## config.mk

```make
export PLATFORM = sky130hd
export DESIGN_NAME = alu_control_fsm_flat
export DESIGN_NICKNAME = d
export VERILOG_FILES = /design/src/rtl/alu_control_fsm_pkg.sv /design/src/rtl/alu_control_fsm_if.sv /design/src/rtl/alu_control_fsm_decoder.sv /design/src/rtl/alu_control_fsm.sv /design/src/flat_wrapper.sv
export SDC_FILE = /design/constraint.sdc
export NUM_CORES = 1
export LEC_CHECK = 0
export ABC_AREA = 1
export ABC_CLOCK_PERIOD_IN_PS = 1800
export CORE_MARGIN = 2
export CORE_UTILIZATION = 38
export DETAILED_ROUTE_END_ITERATION = 10
export PLACE_DENSITY = 0.77
export SYNTH_ARGS = -nofsm -noshare
export SYNTH_HDL_FRONTEND = slang
export SYNTH_HIERARCHICAL = 1
export SYNTH_SLANG_ARGS = --single-unit
```

## constraint.sdc

```tcl
create_clock -name clk -period 1.8 [get_ports clk]
set_clock_uncertainty 0.2 [all_clocks]
set_input_delay 0.36 -clock clk [delete_from_list [all_inputs] [get_ports clk]]
set_output_delay 0.36 -clock clk [all_outputs]
set_load 0.05 [all_outputs]
```

## src/rtl/alu_control_fsm_pkg.sv

```systemverilog
// Shared types and constants for the 20-bit CPU control unit: opcodes, ALU
// encodings, FSM states, instruction classes and the immediate sign-extender.
package alu_control_fsm_pkg;

  localparam int DATA_W  = 20;
  localparam int IMM_W   = 8;
  localparam int RADDR_W = 4;

  localparam logic [3:0] OP_ADD  = 4'h0;
  localparam logic [3:0] OP_SUB  = 4'h1;
  localparam logic [3:0] OP_OR   = 4'h2;
  localparam logic [3:0] OP_NAND = 4'h3;
  localparam logic [3:0] OP_SHL  = 4'h4;
  localparam logic [3:0] OP_ADDI = 4'h5;
  localparam logic [3:0] OP_LD   = 4'h6;
  localparam logic [3:0] OP_ST   = 4'h7;
  localparam logic [3:0] OP_JMP  = 4'h8;
  localparam logic [3:0] OP_BZ   = 4'h9;
  localparam logic [3:0] OP_BN   = 4'hA;
  localparam logic [3:0] OP_BP   = 4'hB;
  localparam logic [3:0] OP_HALT = 4'hF;

  localparam logic [2:0] ALU_ADD  = 3'b000;
  localparam logic [2:0] ALU_SUB  = 3'b001;
  localparam logic [2:0] ALU_OR   = 3'b010;
  localparam logic [2:0] ALU_NAND = 3'b011;
  localparam logic [2:0] ALU_SHL  = 3'b100;

  typedef enum logic [2:0] {
    ST_FETCH  = 3'd0,
    ST_DECODE = 3'd1,
    ST_EXEC   = 3'd2,
    ST_MEM    = 3'd3,
    ST_WB     = 3'd4,
    ST_HALT   = 3'd5
  } state_e;

  typedef enum logic [2:0] {
    CLS_ALU  = 3'd0,
    CLS_LD   = 3'd1,
    CLS_ST   = 3'd2,
    CLS_JMP  = 3'd3,
    CLS_BR   = 3'd4,
    CLS_HALT = 3'd5,
    CLS_ILL  = 3'd6
  } instr_class_e;

  function automatic logic [DATA_W-1:0] sext_imm(input logic [IMM_W-1:0] imm);
    return {{(DATA_W-IMM_W){imm[IMM_W-1]}}, imm};
  endfunction

endpackage

```

## src/rtl/alu_control_fsm_if.sv

```systemverilog
// Bundle of fetch, ALU, register-file and memory signals around the control unit.
// master: the control FSM; slave: the surrounding datapath.
interface alu_control_fsm_if;
  import alu_control_fsm_pkg::*;

  logic [DATA_W-1:0]  instr;
  logic               instr_valid;
  logic               instr_ready;
  logic               ZeroFlag;
  logic               NegativeFlag;
  logic               PF;
  logic [2:0]         aluop;
  logic               alu_src_imm;
  logic [RADDR_W-1:0] rd_addr;
  logic [RADDR_W-1:0] rs1_addr;
  logic [RADDR_W-1:0] rs2_addr;
  logic [DATA_W-1:0]  imm_out;
  logic               reg_write;
  logic               mem_read;
  logic               mem_write;
  logic               mem_done;
  logic               pc_inc;
  logic               pc_load;
  logic [2:0]         flags;
  logic               illegal;
  logic               halted;

  modport master (
    input  instr, instr_valid, ZeroFlag, NegativeFlag, PF, mem_done,
    output instr_ready, aluop, alu_src_imm, rd_addr, rs1_addr, rs2_addr, imm_out,
           reg_write, mem_read, mem_write, pc_inc, pc_load, flags, illegal, halted
  );

  modport slave (
    output instr, instr_valid, ZeroFlag, NegativeFlag, PF, mem_done,
    input  instr_ready, aluop, alu_src_imm, rd_addr, rs1_addr, rs2_addr, imm_out,
           reg_write, mem_read, mem_write, pc_inc, pc_load, flags, illegal, halted
  );

endinterface

```

## src/rtl/alu_control_fsm_decoder.sv

```systemverilog
// Combinational opcode decoder: ALU operation, operand-2 select and instruction class.
module alu_control_fsm_decoder
  import alu_control_fsm_pkg::*;
(
  input  logic [3:0]   opcode,
  output logic [2:0]   aluop,
  output logic         alu_src_imm,
  output instr_class_e cls
);

  // Opcode to control-field mapping; C-E fall through to illegal
  always_comb begin
    aluop       = ALU_ADD;
    alu_src_imm = 1'b0;
    cls         = CLS_ILL;
    case (opcode)
      OP_ADD:  begin aluop = ALU_ADD;  cls = CLS_ALU; end
      OP_SUB:  begin aluop = ALU_SUB;  cls = CLS_ALU; end
      OP_OR:   begin aluop = ALU_OR;   cls = CLS_ALU; end
      OP_NAND: begin aluop = ALU_NAND; cls = CLS_ALU; end
      OP_SHL:  begin aluop = ALU_SHL;  cls = CLS_ALU; end
      OP_ADDI: begin alu_src_imm = 1'b1; cls = CLS_ALU; end
      OP_LD:   begin alu_src_imm = 1'b1; cls = CLS_LD;  end
      OP_ST:   begin alu_src_imm = 1'b1; cls = CLS_ST;  end
      OP_JMP:  cls = CLS_JMP;
      OP_BZ, OP_BN, OP_BP: cls = CLS_BR;
      OP_HALT: cls = CLS_HALT;
      default: cls = CLS_ILL;
    endcase
  end

endmodule

```

## src/rtl/alu_control_fsm.sv

```systemverilog
// Multi-cycle control FSM for the 20-bit ALU datapath: FETCH/DECODE/EXEC/MEM/WB
// sequencing with latched instruction fields and {Z,N,P} flags for branches.
module alu_control_fsm
  import alu_control_fsm_pkg::*;
(
  input  logic              clk,
  input  logic              rst,
  alu_control_fsm_if.master bus
);

  state_e            state_q, state_d;
  logic [DATA_W-1:0] instr_q, instr_d;
  logic [2:0]        flags_q, flags_d;

  logic [3:0]        opcode;
  logic [2:0]        dec_aluop;
  logic              dec_src_imm;
  instr_class_e      dec_class;
  logic              br_taken;

  assign opcode = instr_q[19:16];

  alu_control_fsm_decoder u_decoder (
    .opcode      (opcode),
    .aluop       (dec_aluop),
    .alu_src_imm (dec_src_imm),
    .cls         (dec_class)
  );

  // Branches test flags left by an earlier ALU instruction, never the current one
  assign br_taken = ((opcode == OP_BZ) && flags_q[2]) ||
                    ((opcode == OP_BN) && flags_q[1]) ||
                    ((opcode == OP_BP) && flags_q[0]);

  assign bus.rd_addr  = instr_q[15:12];
  assign bus.rs1_addr = instr_q[11:8];
  assign bus.rs2_addr = instr_q[7:4];
  assign bus.imm_out  = sext_imm(instr_q[7:0]);
  assign bus.flags    = flags_q;

  // State, latched instruction word and ALU flag registers
  always_ff @(posedge clk or posedge rst) begin
    if (rst) begin
      state_q <= ST_FETCH;
      instr_q <= {DATA_W{1'b0}};
      flags_q <= 3'b000;
    end else begin
      state_q <= state_d;
      instr_q <= instr_d;
      flags_q <= flags_d;
    end
  end

  // Next-state logic and per-state control strobes
  always_comb begin
    state_d         = state_q;
    instr_d         = instr_q;
    flags_d         = flags_q;
    bus.instr_ready = 1'b0;
    bus.pc_inc      = 1'b0;
    bus.pc_load     = 1'b0;
    bus.illegal     = 1'b0;
    bus.mem_read    = 1'b0;
    bus.mem_write   = 1'b0;
    bus.reg_write   = 1'b0;
    bus.halted      = 1'b0;
    bus.aluop       = ALU_ADD;
    bus.alu_src_imm = 1'b0;
    case (state_q)
      ST_FETCH: begin
        bus.instr_ready = 1'b1;
        if (bus.instr_valid) begin
          instr_d    = bus.instr;
          bus.pc_inc = 1'b1;
          state_d    = ST_DECODE;
        end else begin
          state_d = ST_FETCH;
        end
      end
      ST_DECODE: begin
        case (dec_class)
          CLS_HALT: state_d = ST_HALT;
          CLS_ILL: begin
            bus.illegal = 1'b1;
            state_d     = ST_FETCH;
          end
          default: state_d = ST_EXEC;
        endcase
      end
      ST_EXEC: begin
        bus.aluop       = dec_aluop;
        bus.alu_src_imm = dec_src_imm;
        case (dec_class)
          CLS_ALU: begin
            flags_d = {bus.ZeroFlag, bus.NegativeFlag, bus.PF};
            state_d = ST_WB;
          end
          CLS_LD, CLS_ST: state_d = ST_MEM;
          CLS_JMP: begin
            bus.pc_load = 1'b1;
            state_d     = ST_FETCH;
          end
          CLS_BR: begin
            bus.pc_load = br_taken;
            state_d     = ST_FETCH;
          end
          default: state_d = ST_FETCH;
        endcase
      end
      ST_MEM: begin
        bus.aluop       = dec_aluop;
        bus.alu_src_imm = dec_src_imm;
        bus.mem_read    = (dec_class == CLS_LD);
        bus.mem_write   = (dec_class == CLS_ST);
        if (bus.mem_done) begin
          state_d = (dec_class == CLS_LD) ? ST_WB : ST_FETCH;
        end else begin
          state_d = ST_MEM;
        end
      end
      ST_WB: begin
        bus.aluop       = dec_aluop;
        bus.alu_src_imm = dec_src_imm;
        bus.reg_write   = 1'b1;
        state_d         = ST_FETCH;
      end
      ST_HALT: begin
        bus.halted = 1'b1;
        state_d    = ST_HALT;
      end
      default: state_d = ST_FETCH;
    endcase
  end

endmodule

```

## src/flat_wrapper.sv

```systemverilog
// flat-port wrapper written by rule: the top's interface ports become plain ports
module alu_control_fsm_flat import alu_control_fsm_pkg::*;
  (clk, rst, bus_instr, bus_instr_valid, bus_ZeroFlag, bus_NegativeFlag, bus_PF, bus_mem_done, bus_instr_ready, bus_aluop, bus_alu_src_imm, bus_rd_addr, bus_rs1_addr, bus_rs2_addr, bus_imm_out, bus_reg_write, bus_mem_read, bus_mem_write, bus_pc_inc, bus_pc_load, bus_flags, bus_illegal, bus_halted);
  alu_control_fsm_if bus_i ();
  input  logic clk;
  input  logic rst;
  input wire logic [$bits(bus_i.instr)-1:0] bus_instr;
  input wire logic [$bits(bus_i.instr_valid)-1:0] bus_instr_valid;
  input wire logic [$bits(bus_i.ZeroFlag)-1:0] bus_ZeroFlag;
  input wire logic [$bits(bus_i.NegativeFlag)-1:0] bus_NegativeFlag;
  input wire logic [$bits(bus_i.PF)-1:0] bus_PF;
  input wire logic [$bits(bus_i.mem_done)-1:0] bus_mem_done;
  output wire logic [$bits(bus_i.instr_ready)-1:0] bus_instr_ready;
  output wire logic [$bits(bus_i.aluop)-1:0] bus_aluop;
  output wire logic [$bits(bus_i.alu_src_imm)-1:0] bus_alu_src_imm;
  output wire logic [$bits(bus_i.rd_addr)-1:0] bus_rd_addr;
  output wire logic [$bits(bus_i.rs1_addr)-1:0] bus_rs1_addr;
  output wire logic [$bits(bus_i.rs2_addr)-1:0] bus_rs2_addr;
  output wire logic [$bits(bus_i.imm_out)-1:0] bus_imm_out;
  output wire logic [$bits(bus_i.reg_write)-1:0] bus_reg_write;
  output wire logic [$bits(bus_i.mem_read)-1:0] bus_mem_read;
  output wire logic [$bits(bus_i.mem_write)-1:0] bus_mem_write;
  output wire logic [$bits(bus_i.pc_inc)-1:0] bus_pc_inc;
  output wire logic [$bits(bus_i.pc_load)-1:0] bus_pc_load;
  output wire logic [$bits(bus_i.flags)-1:0] bus_flags;
  output wire logic [$bits(bus_i.illegal)-1:0] bus_illegal;
  output wire logic [$bits(bus_i.halted)-1:0] bus_halted;
  assign bus_i.instr = bus_instr;
  assign bus_i.instr_valid = bus_instr_valid;
  assign bus_i.ZeroFlag = bus_ZeroFlag;
  assign bus_i.NegativeFlag = bus_NegativeFlag;
  assign bus_i.PF = bus_PF;
  assign bus_i.mem_done = bus_mem_done;
  assign bus_instr_ready = bus_i.instr_ready;
  assign bus_aluop = bus_i.aluop;
  assign bus_alu_src_imm = bus_i.alu_src_imm;
  assign bus_rd_addr = bus_i.rd_addr;
  assign bus_rs1_addr = bus_i.rs1_addr;
  assign bus_rs2_addr = bus_i.rs2_addr;
  assign bus_imm_out = bus_i.imm_out;
  assign bus_reg_write = bus_i.reg_write;
  assign bus_mem_read = bus_i.mem_read;
  assign bus_mem_write = bus_i.mem_write;
  assign bus_pc_inc = bus_i.pc_inc;
  assign bus_pc_load = bus_i.pc_load;
  assign bus_flags = bus_i.flags;
  assign bus_illegal = bus_i.illegal;
  assign bus_halted = bus_i.halted;
  alu_control_fsm u_core (.clk(clk), .rst(rst), .bus(bus_i));
endmodule
```

==> results.md <==
* Status: finished, violations left
* Total grt overflow at 0
* First-pass GRT wire length at 7390 µm
* Final setup viols at 13
* Fmax at 433 MHz
* Iter 0 DRT Violations at 44
* Placeable Area at 0.00409 mm²
* CP Capture Type: output port
* Worst path slowest cell: dfrtp_2
* Unrepaired setup endpoints after global routing: true
* Register Area at 658 µm²
* Final ANT Viol Nets at 0
* Final WL at 4960 µm
* Die Span Y at 69.9 µm
* Dpl hpwl at 3430 µm
* H-Tree Level Count at 1
* Number of synthesized register bits at 26
* CP Launch Point: u_core/instr_q[19]
* Initial Util at 40.4%
* Longest Clk Path Bufs at 2
* Final Hold Viols at 0
* Largest net degree at the start of global routing at 23
* Final Critical Period at 2310 ps
* Port bufs at 73
* Final period util at 128%
* Reg-to-Reg End: u_core/state_q[0]
* Synth warn at 6
* Cells after Synth at 218
* Layout Utilization at 78.0%
* Kind of critical path: flop to output port
* CTS clk-pin slew, worst paths at 90 ps
* Mapped Nets at 245
* # IOs at 74
* Sequential element share of the synthesized area at 39.5%
* DR pass1 iterations at 5
* Total Nets Final at 320
* Post-Layout Cell Count at 342
* Worst EP arrival at 1750 ps
* Synth Cell Area at 0.00165 mm²
* Via count at 1,641
* CP endpoint: bus_pc_load
* R2r startpoint: u_core/instr_q[17]
* Proportion of layout cells with a drive suffix above 1 at 50.7%
* Cts bufs inserted at 3
* Ant. Diodes at 0
* Type of origin of the critical path: flop
* CTS Sinks at 26
* Failing checks: negative setup slack
* Final setup margin at -512 ps
* Drt wl/cell at 14.5 µm
* Count of cell types in the netlist at 23
* Die width at 69.9 µm
* Crit-path max FO at 5
* Max-slew headroom at 82.2%
* Final Max Slew Viols at 0
* Slowest stage delay, CP at 460 ps
* TNS Setup at -2980 ps
* Mapped Avg Cell Area at 7.56 µm²
* Area Overhead vs Synth at 93.3%
* Cell mode on critical path: nand2_4
* DR vias/cell at 4.80
* CP required at 1240 ps
* Fillers at 245
* DIE AREA at 0.00488 mm²
* Worst Max-Slew Pin Slew at 266 ps
* Core Rows at 23
* Max_cap viols at 0
* Critical-path cell list: inv_2 > nor2_2 > nand2_4 > nand3_4 > nor2_4 > nand2_1 > nor2_1 > nand3_1 > nand2_4 > buf_12
* Placer Congestion at 0.889
* Multi-input logic area at 818 µm²
* WHS at 92.9 ps
* Vias in the first global route at 1,612
* Hold Path Class: primary input to asynchronous set/reset pin
* # DRC at 0
* CTS tree: done
* Placed cell count at 326
* Worst-Skew Late Latency at 270 ps
* Hold buffer count at cts at 0
* R2r setup slk at -20 ps
* Root buffer cell: clkbuf_8
* Antenna violations before repair at 0
* GRT Overall Usage at 18.7%
* Worst R2R Path Depth at 8
placed cells by master (no fill, tap or decap), types with 2 or more instances in the layout:
cell              n
dfrtp_2           6
inv_6             2
nand2_4           5
inv_4             2
nand3_1           6
dfrtp_1          20
inv_2            10
nor2_2            3
clkdlybuf4s50_1  26
nand2_1          67
nor2_4           14
a21oi_1           2
buf_12           48
inv_1            10
nand2_2          11
clkbuf_8          3
buf_4            26
nand4_1           5
nor2_1            6
buf_6             5
nand3_4           2
nand3_2           3
nor3_4            3
metal layers:
layer	wire length [µm]	global-route usage (%)	share of wire [%]
met1	1790	21.0	36
met2	2720	34.9	55
met3	279	3.90	5.6
met4	172	5.77	3.5
met5	0	0	0
cells by family after synthesis:
logic type / after synthesis / synth area share (%)
simple gates: 127 / 36.1
buf+inv: 59 / 22.6
flops: 26 / 39.5
compound gates: 6 / 1.82
flip-flops by register name, summed over array words and instances, names as in the netlist:
name              cells
u_core/bus.flags      3
u_core/instr_q       20
u_core/state_q        3
layout make-up:
class	instances	share of cell area, %
timing repair buffer	105	46.2
tap	50	1.96
sequential	26	20.6
inverter	24	3.30
multi-input combinational	133	25.7
clock buffer	3	1.30
clock inverter	1	0.942
worst min-delay path by stage:
stage                       startpoint                  end  slack [ps]  depth (start not counted)
floorplan                          rst  u_core/bus.flags[0]         200                          1
global placement    u_core/instr_q[15]   u_core/instr_q[15]         320                          2
detailed placement  u_core/instr_q[11]   u_core/instr_q[11]         330                          2
CTS                                rst    u_core/instr_q[7]         100                          2
global route                       rst    u_core/instr_q[7]         120                          2
finish                             rst    u_core/instr_q[7]          90                          2
critical path: cells and delay by family (launching register included):
kind	cells	cell delay, ps
buffers and inverters	2	240
flip-flops	1	460
AND/OR/NAND/NOR	8	780
cell usage after synthesis:
cell | number | area, µm²
nand4_1 | 5 | 31.3
nand3_1 | 8 | 40.0
nor2_1 | 19 | 71.3
nand2_1 | 73 | 274
nand2_4 | 1 | 11.3
clkinv_1 | 1 | 3.75
a21oi_1 | 3 | 15.0
nand2_2 | 9 | 56.3
buf_6 | 2 | 22.5
dfrtp_1 | 26 | 651
inv_2 | 3 | 11.3
nor3_1 | 3 | 15.0
nand3_2 | 3 | 30.0
nor2_4 | 1 | 11.3
o21ai_1 | 2 | 10.0
buf_8 | 1 | 15.0
nor3_4 | 1 | 16.3
nor2_2 | 3 | 18.8
inv_1 | 19 | 71.3
nor2_8 | 1 | 20.0
buf_4 | 32 | 240
o21ai_0 | 1 | 5.00
inv_6 | 1 | 8.76
metrics by stage:
| stage | setup slack [ps] | cell area (µm²) |
|---|---|---|
| final | -512 | 3190 |
| after global routing | -575 | 3190 |
| after CTS | -460 | 3070 |
| after detailed placement | -158 | 2930 |
| after global placement | -91.4 | 2930 |
| after floorplan | -269 | 1780 |
repair_timing:
item,in CTS,in global routing
setup endpoints to repair,12,16
resized for setup,14,21
setup buffers,5,7
pin swaps,11,15
Power is not shown: default switching activity piles up to over one toggle a cycle in this logic, so the estimate is an artifact.
==> edit: new RTL, same settings <==
Re-encode `state_e` (6 states) as one-hot, 6 bits wide.
--- a/src/rtl/alu_control_fsm_pkg.sv
+++ b/src/rtl/alu_control_fsm_pkg.sv
@@ -27,11 +27,11 @@
   localparam logic [2:0] ALU_SHL  = 3'b100;
 
-  typedef enum logic [2:0] {
-    ST_FETCH  = 3'd0,
-    ST_DECODE = 3'd1,
-    ST_EXEC   = 3'd2,
-    ST_MEM    = 3'd3,
-    ST_WB     = 3'd4,
-    ST_HALT   = 3'd5
+  typedef enum logic [5:0] {
+    ST_FETCH  = 6'b000001,
+    ST_DECODE = 6'b000010,
+    ST_EXEC   = 6'b000100,
+    ST_MEM    = 6'b001000,
+    ST_WB     = 6'b010000,
+    ST_HALT   = 6'b100000
   } state_e;
 
Function: same outputs for any inputs over 10 cycles, from zero or initial values and one cycle with rst high; not proved beyond that.
==> edit against the original RTL <==
The flow still finishes with violations (setup timing). Critical path depth unchanged. Highest routed layer unchanged. Area after synthesis is 7.9% higher. Setup slack worse by 30 ps. Design area rose by 7.3%. Count of clock-buffer cells in the layout grew 4. Routed wire length grew 2.5%. Sequential cell count rose by 3.
==> edit: results (changes against the original RTL) <==
* Status: complete, but fails checks
* Failing checks: setup timing
* Complex-gate fraction of the synthesized area at 2.67% (+0.85 points)
* Setup Buffers After CTS at 13 (+8)
* Final worst slack at -541 ps (-29.6 ps)
* Sequential area share after synthesis at 40.9% (+1.4 points)
* R2r startpoint: u_core/instr_q[16]
* Largest net degree at the start of global routing at 30 (+30%)
* Vias at 1748 (+6.5%)
* CP arrival at 1780 ps (+30 ps)
* Max_slew headroom at 81.9% (-0.26 points)
* Tot GR Track Use at 20.7% (+2.1 points)
* WL met2 at 2.81 mm (+3.4%)
* Critical path peak fanout at 4 (-1)
* Fill count at 276 (+13%)
* Vias in the first global route at 1879 (+17%)
* Met2 Usage GRT at 37.2% (+2.3 points)
* Clk_buf instances at 7 (+4)
* Non-clock inverters at 33 (+38%)
* Finish-stage setup viols at 12 (-1)
* Placed Cells incl. Taps at 359 (+10%)
* R2R depth at 10 (+2)
* Hold slack final at 224 ps (+131 ps)
* Initial drt markers at 51 (+16%)
* Register area at 733 sq um (+11%)
* DRT Pass-1 Iters at 4 (-1)
* Most instantiated cells after synthesis: 94 x nand2_1, 32 x buf_4, 29 x inv_1
* Met1 usage at 23.2% (+2.1 points)
* Reg2reg setup slack at 30 ps (+50 ps)
* Clock transition at the registers of the reported paths at 60 ps (-30 ps)
* Comb_multi_in at 147 (+11%)
* CTS resizes at 28 (+14)
* Gpl congestion at 0.902 (+1.5%)
* Dpl ws at -281 ps (-123 ps)
* Synth area leaders: dfrtp_1 39%, nand2_1 20%, buf_4 14%, inv_1 6.1%, nor2_1 3.8%
* GR Layer Usage met3 at 4.86% (+0.97 points)
* Post-Syn Instances at 245 (+12%)
edit: cell types whose count changed in the layout (fill, tap and decap cells not counted), moves of 4 or more:
cell and change:
clkinvlp_4 +5, inv_1 +7, inv_2 -4, nand2_1 +11, nand2_4 +4, nor2_1 +6, nor2_4 -5
edit: stage by stage:
stage | cell area [sq um] | TNS (ps) | util, %
2_1_floorplan | 1870 | -553 | -
3_3_place_gp | 3050 | -891 | 68.7
3_5_place_dp | 3050 | -1360 | 68.7
4_1_cts | 3300 | -3960 | 74.2
5_1_grt | 3420 | -4830 | 76.9
6_report | 3420 | -4010 | 76.9
edit: worst max path at each step:
stage	startpoint	endpoint	cells after the start	slack (ps)
after floorplan	u_core/instr_q[19]	bus_pc_load	9	-200
after global placement	u_core/instr_q[19]	bus_pc_load	10	-180
after detailed placement	u_core/instr_q[17]	bus_pc_load	9	-280
after CTS	u_core/instr_q[19]	bus_pc_load	9	-530
after global routing	u_core/instr_q[17]	bus_pc_load	10	-630
final	u_core/instr_q[16]	bus_pc_load	10	-540
